## src/rtl/btb_pkg.sv

```systemverilog
// Shared geometry, counter encodings and entry layout for the bimodal BTB.
// PC-to-index/tag helpers keep the address slicing in one place.
package btb_pkg;
   localparam int BTB_PC_WIDTH    = 32;
   localparam int BTB_INDEX_WIDTH = 6;
   localparam int BTB_TAG_WIDTH   = BTB_PC_WIDTH - BTB_INDEX_WIDTH - 2;

   localparam logic [1:0] CTR_SNT = 2'b00;
   localparam logic [1:0] CTR_WNT = 2'b01;
   localparam logic [1:0] CTR_WT  = 2'b10;
   localparam logic [1:0] CTR_ST  = 2'b11;

   localparam logic [1:0] CTR_RESET = CTR_WNT;
   localparam logic [1:0] CTR_ALLOC = CTR_WT;

   typedef struct packed {
      logic                     valid;
      logic [BTB_TAG_WIDTH-1:0] tag;
      logic [BTB_PC_WIDTH-1:0]  target;
      logic [1:0]               ctr;
   } btb_entry_t;

   // The low two bits are byte offsets within a word and never take part.
   function automatic logic [BTB_INDEX_WIDTH-1:0] idx_of(input logic [BTB_PC_WIDTH-1:0] pc);
      return pc[BTB_INDEX_WIDTH+1:2];
   endfunction

   function automatic logic [BTB_TAG_WIDTH-1:0] tag_of(input logic [BTB_PC_WIDTH-1:0] pc);
      return pc[BTB_PC_WIDTH-1:BTB_INDEX_WIDTH+2];
   endfunction
endpackage

```

## src/rtl/equal_nbit.sv

```systemverilog
// Generic N-bit equality comparator.
module equal_nbit #(
   parameter int DATA_WIDTH = 8
) (
   input  logic [DATA_WIDTH-1:0] i_a,
   input  logic [DATA_WIDTH-1:0] i_b,
   output logic                  o_eq
);
   assign o_eq = (i_a == i_b);
endmodule

```

## src/rtl/sat_ctr_2bit.sv

```systemverilog
// Next state of a 2-bit saturating direction counter; pins at SNT and ST.
module sat_ctr_2bit
   import btb_pkg::*;
(
   input  logic [1:0] ctr,
   input  logic       taken,
   output logic [1:0] ctr_next
);
   always_comb begin
      ctr_next = ctr;
      if (taken) begin
         if (ctr != CTR_ST) ctr_next = ctr + 2'd1;
      end else begin
         if (ctr != CTR_SNT) ctr_next = ctr - 2'd1;
      end
   end
endmodule

```

## src/rtl/btb_bimodal_predictor.sv

```systemverilog
// Direct-mapped BTB with per-entry 2-bit direction counters: combinational
// lookup for fetch, single-port synchronous training from execute.
module btb_bimodal_predictor
   import btb_pkg::*;
#(
   parameter int PC_WIDTH    = BTB_PC_WIDTH,
   parameter int INDEX_WIDTH = BTB_INDEX_WIDTH,
   parameter int TAG_WIDTH   = PC_WIDTH - INDEX_WIDTH - 2
) (
   input  logic                i_clk,
   input  logic                i_rst_n,
   input  logic [PC_WIDTH-1:0] i_pc,
   output logic                o_hit,
   output logic                o_pred_taken,
   output logic [PC_WIDTH-1:0] o_pred_pc,
   input  logic                i_upd_en,
   input  logic [PC_WIDTH-1:0] i_upd_pc,
   input  logic                i_upd_taken,
   input  logic [PC_WIDTH-1:0] i_upd_target
);
   localparam int NUM_ENTRIES = 1 << INDEX_WIDTH;

   logic [NUM_ENTRIES-1:0] valid_q;
   logic [1:0]             ctr_q    [NUM_ENTRIES];
   logic [TAG_WIDTH-1:0]   tag_q    [NUM_ENTRIES];
   logic [PC_WIDTH-1:0]    target_q [NUM_ENTRIES];

   logic [INDEX_WIDTH-1:0] rd_idx, upd_idx;
   logic [TAG_WIDTH-1:0]   rd_tag, upd_tag;
   btb_entry_t             rd_entry;
   logic                   rd_tag_eq, upd_tag_eq, upd_hit;
   logic [1:0]             upd_ctr, upd_ctr_next;

   always_comb begin
      rd_idx   = idx_of(i_pc);
      rd_tag   = tag_of(i_pc);
      upd_idx  = idx_of(i_upd_pc);
      upd_tag  = tag_of(i_upd_pc);
      rd_entry = '{valid:  valid_q[rd_idx],
                   tag:    tag_q[rd_idx],
                   target: target_q[rd_idx],
                   ctr:    ctr_q[rd_idx]};
      upd_ctr  = ctr_q[upd_idx];
   end

   equal_nbit #(.DATA_WIDTH(TAG_WIDTH)) u_rd_cmp (
      .i_a  (rd_entry.tag),
      .i_b  (rd_tag),
      .o_eq (rd_tag_eq)
   );

   equal_nbit #(.DATA_WIDTH(TAG_WIDTH)) u_upd_cmp (
      .i_a  (tag_q[upd_idx]),
      .i_b  (upd_tag),
      .o_eq (upd_tag_eq)
   );

   sat_ctr_2bit u_ctr (
      .ctr      (upd_ctr),
      .taken    (i_upd_taken),
      .ctr_next (upd_ctr_next)
   );

   // Lookup reads the registered arrays only, so a same-cycle update is not
   // visible until the following cycle.
   always_comb begin
      o_hit        = rd_entry.valid & rd_tag_eq;
      o_pred_taken = o_hit & rd_entry.ctr[1];
      o_pred_pc    = o_pred_taken ? rd_entry.target : (i_pc + PC_WIDTH'(4));
      upd_hit      = valid_q[upd_idx] & upd_tag_eq;
   end

   always_ff @(posedge i_clk or negedge i_rst_n) begin
      if (!i_rst_n) begin
         valid_q <= '0;
         for (int i = 0; i < NUM_ENTRIES; i++) ctr_q[i] <= CTR_RESET;
      end else if (i_upd_en) begin
         if (upd_hit) begin
            ctr_q[upd_idx] <= upd_ctr_next;
         end else if (i_upd_taken) begin
            valid_q[upd_idx] <= 1'b1;
            ctr_q[upd_idx]   <= CTR_ALLOC;
         end
      end
   end

   // Any taken update writes tag+target: on a hit the tag is unchanged, on a
   // miss it is the allocation. Gated by reset so a coincident update is lost.
   always_ff @(posedge i_clk) begin
      if (i_rst_n && i_upd_en && i_upd_taken) begin
         tag_q[upd_idx]    <= upd_tag;
         target_q[upd_idx] <= i_upd_target;
      end
   end
endmodule

```

## config.mk

```make
export PLATFORM = sky130hd
export DESIGN_NAME = btb_bimodal_predictor
export DESIGN_NICKNAME = d
export VERILOG_FILES = /design/src/rtl/btb_pkg.sv /design/src/rtl/equal_nbit.sv /design/src/rtl/sat_ctr_2bit.sv /design/src/rtl/btb_bimodal_predictor.sv
export SDC_FILE = /design/constraint.sdc
export NUM_CORES = 2
export LEC_CHECK = 0
export BUFFER_PORTS_ARGS = -buffer_cell sky130_fd_sc_hd__buf_2
export CAP_MARGIN = 20
export CORE_MARGIN = 5
export CORE_UTILIZATION = 40
export CTS_BUF_LIST = sky130_fd_sc_hd__clkbuf_4
export CTS_CLUSTER_SIZE = 14
export DETAILED_ROUTE_END_ITERATION = 8
export PLACE_DENSITY = 0.62
export SLEW_MARGIN = 20
export SYNTH_ARGS = -nofsm -noshare
export SYNTH_HDL_FRONTEND = slang
export SYNTH_SLANG_ARGS = --single-unit
```

## constraint.sdc

```tcl
create_clock -name i_clk -period 3.93 [get_ports i_clk]
set_input_delay 0 -clock i_clk [delete_from_list [all_inputs] [get_ports i_clk]]
set_output_delay 0 -clock i_clk [all_outputs]
set_load 0.005 [all_outputs]
```

==> reports/summary.txt <==
fin crit share - 147.1%
Setup Crit Path Kind - reg2out
synth top area cells - edfxtp_1 (66%), mux4_2 (16%), mux2i_1 (2.3%)
Port Buffer Count - 131
Synth Instances - 8574
I/O pin count - 134
setup slack after layout - -1.850 ns
Post-synth top flop - edfxtp_1
CORE AREA - 406400 um^2
synthesized cell area - 163300 um^2
fraction of layout cells with a size suffix above 1 - 40.98%
crit path max fanout - 8
Final #Nets - 10.48k
Congestion Overflow GR - 0
top cells by count, synth - edfxtp_1 (3584), mux4_2 (1154), mux2i_1 (373), clkbuf_1 (273), nor2_1 (250)
Post-Route WL - 649.0 mm
std cell rows - 234
crit-path leading delay family - multiplexers
CP cell instances - mux4_2 > mux2i_1 > o22ai_1 > nor4_4 > buf_4 > xnor2_1 > nor2_1 > nand4_1 > nor4_4 > buf_12 > buf_12 > buf_16 > mux2_4 > buf_6
endpoint class of the critical path - primary output
post-synth top area share - 65.90%
LEAKAGE - 67.05 nW
Pre-Repair DR Iteration Count - 6
root buffer cell - clkbuf_4
via count - 107.6k
Hold Crit Class - in2reg
worst path arrival time - 5.78 ns
crit path launch type - register
initial core utilization - 40.19%
largest net degree at the start of global routing - 145
clock buffer depth - 4
Max stage delay on crit path - 0.52 ns
Iter 0 DRT Violations - 18.13k
Peak Freq - 173.0 MHz
RSZ-0062 raised after global routing - yes
syn_area_per_cell - 19.05 um^2
EDFF count, synth - 3584
status - finished with violations
Synth Register Bits - 3776
Cells on Worst Hold Path - 9
slew margin rel. - 4.573%
setup_tns - -75.76 ns
Pwr Density - 429.3 nW/um^2
DRT antenna net count - 0
Die Y - 649.0 um
MaxCap Viol Count - 0
post-layout util - 48.93%
Die X - 649.0 um
Syn-to-layout area delta - 21.76%
CTS tree - yes
Critical Path RT - 3.93 ns
WP buf/inv - 5
violated checks - negative setup slack
DRC viols - 0
global-route usage over all layers - 29.70%
Synthesized Nets - 8675
Clock Skew - 0.1447 ns
Hold Fails Final Rpt - 0
Fillers - 33.61k
top-count cell post-synth - edfxtp_1
Tot Pwr - 85.35 mW
drt via density - 6.510
CTS sink count - 3776
first-pass GRT wire length - 872.1 mm
Worst path depth - 14
vias in the first global route - 105.7k
Worst Reg-to-Reg Cells - 15
yosys warns - 0
Cell variety after synth - 94
Final Critical Period - 5.780 ns
asr flop ratio synth - 5.085%
Die ar. - 421100 um^2
placed cells - 14.56k
GP Congestion - 0.9592
final setup violation count - 218
wire length per cell - 39.26 um
clock latency on the worst-skew pair - 1.78 ns
post-DP HPWL - 393.3 mm
Yosys top cell by area - edfxtp_1
largest vdd supply drop - 0.3377 mV
H-tree depth - 6
CTS buffer count - 938
non-filler instance count after layout - 16.53k
clk slew on worst S/H paths - 0.07 ns
worst slew pin tran - 1.420 ns
initial antenna violation count - 48
Seq/Total Area, Yosys - 68.89%
max-slew violation count - 0
Worst path slowest cell - nor4_4
==> metal layers <==
layer | vias up | track usage (%) | wire, um
li1 | 40640 | - | -
met1 | 56090 | 38.69 | 234400
met2 | 8884 | 44.07 | 287000
met3 | 1965 | 9.155 | 82840
met4 | 41 | 17.34 | 44370
met5 | - | 0.06791 | 342
==> layout by cell type, fill, tap and decap left out, drive strengths merged, types with 50 or more instances in the layout <==
| cell type | synthesis | final |
|---|---|---|
| edfxtp | 3584 | 3584 |
| clkbuf | 273 | 1373 |
| buf | 385 | 1322 |
| mux4 | 1154 | 1154 |
| mux2i | 373 | 373 |
| nor2 | 250 | 250 |
| clkinv | 0 | 233 |
| nand2 | 197 | 198 |
| o22ai | 187 | 187 |
| inv | 155 | 187 |
| dlygate4sd3 | 0 | 177 |
| a22oi | 161 | 161 |
| mux2 | 156 | 156 |
| a221oi | 141 | 141 |
| o21ai | 134 | 134 |
| dfrtp | 128 | 128 |
| nand3 | 119 | 119 |
| a21oi | 92 | 93 |
| a211oi | 90 | 90 |
| nor4 | 79 | 79 |
| o211ai | 71 | 71 |
| a31o | 70 | 70 |
| dfstp | 64 | 64 |
| a221o | 57 | 57 |
| nand2b | 51 | 51 |
| a22o | 50 | 50 |
==> per-stage QoR <==
step | hold slack, ns | worst slack (ns) | area [um^2]
2_1_floorplan | -0.2956 | -0.4019 | 163300
3_3_place_gp | -0.05674 | -0.7912 | 180600
3_5_place_dp | -0.04264 | -0.8366 | 180600
4_1_cts | 0.009643 | -1.876 | 197300
5_1_grt | 0.1550 | -1.835 | 198800
6_report | 0.07914 | -1.850 | 198800
==> tightest hold or removal path: cells and delay by family <==
| family | cells | cell delay [ns] |
|---|---|---|
| compound gates | 1 | 0.04 |
| buf+inv | 5 | 1.38 |
| simple gates | 3 | 0.29 |
==> path summary, 6_finish.rpt <==
path	startpoint	endpoint	slack [ns]
setup reg to reg	tag_q[30][13]	ctr_q[114]	-0.16
hold / removal	i_upd_pc[2]	ctr_q[13]	0.08
setup / recovery	tag_q[47][2]	o_pred_pc[10]	-1.85
min in group asynchronous	i_rst_n	ctr_q[5]	0.65
max in group asynchronous	i_rst_n	valid_q[28]	2.19
hold reg to reg	valid_q[11]	valid_q[11]	0.50
==> registers in the layout, summed over array words and instances, names as in the netlist <==
name and cells:
target_q 2048, tag_q 1536, ctr_q 128, valid_q 64
==> power breakdown <==
part / internal, mW / leakage, nW / switching [mW]
Sequential: 44.2 / 34.6 / 0.126
Combinational: 3.17 / 25.3 / 4.49
Clock: 16.8 / 7.09 / 16.6
==> cell type report <==
cell class / count / area [um^2] / area share [%]
Inverter: 155 / 594.3 / 0.2989
Antenna cell: 31 / 77.57 / 0.03901
Timing Repair Buffer: 1516 / 17470 / 8.785
Clock buffer: 1357 / 10190 / 5.124
Sequential cell: 3776 / 112500 / 56.58
Multi-Input combinational cell: 3987 / 49440 / 24.86
Tap cell: 5428 / 6792 / 3.416
Clock inverter: 281 / 1769 / 0.8898
==> logic make-up after synthesis <==
logic type | Yosys count | synth area share, %
and+or+nand+nor | 964 | 3.243
adders and majority gates | 3 | 0.01992
muxes | 1683 | 19.28
DFF | 3776 | 68.89
xor gates and xnor gates | 69 | 0.3701
AOI/OAI and AO/OA | 1266 | 5.807
buffers and inverters | 813 | 2.386
==> what timing repair did <==
item                                    in CTS  in global routing
hold endpoints to repair                  7396                 64
resized for setup                          226                151
endpoints found under the setup margin     226                226
hold buffers                               214                  1
pin swaps                                  117                129
buffers inserted                            31                 20
cloned                                      24                 23
No activity file was read; power rests on OpenSTA's default activity.
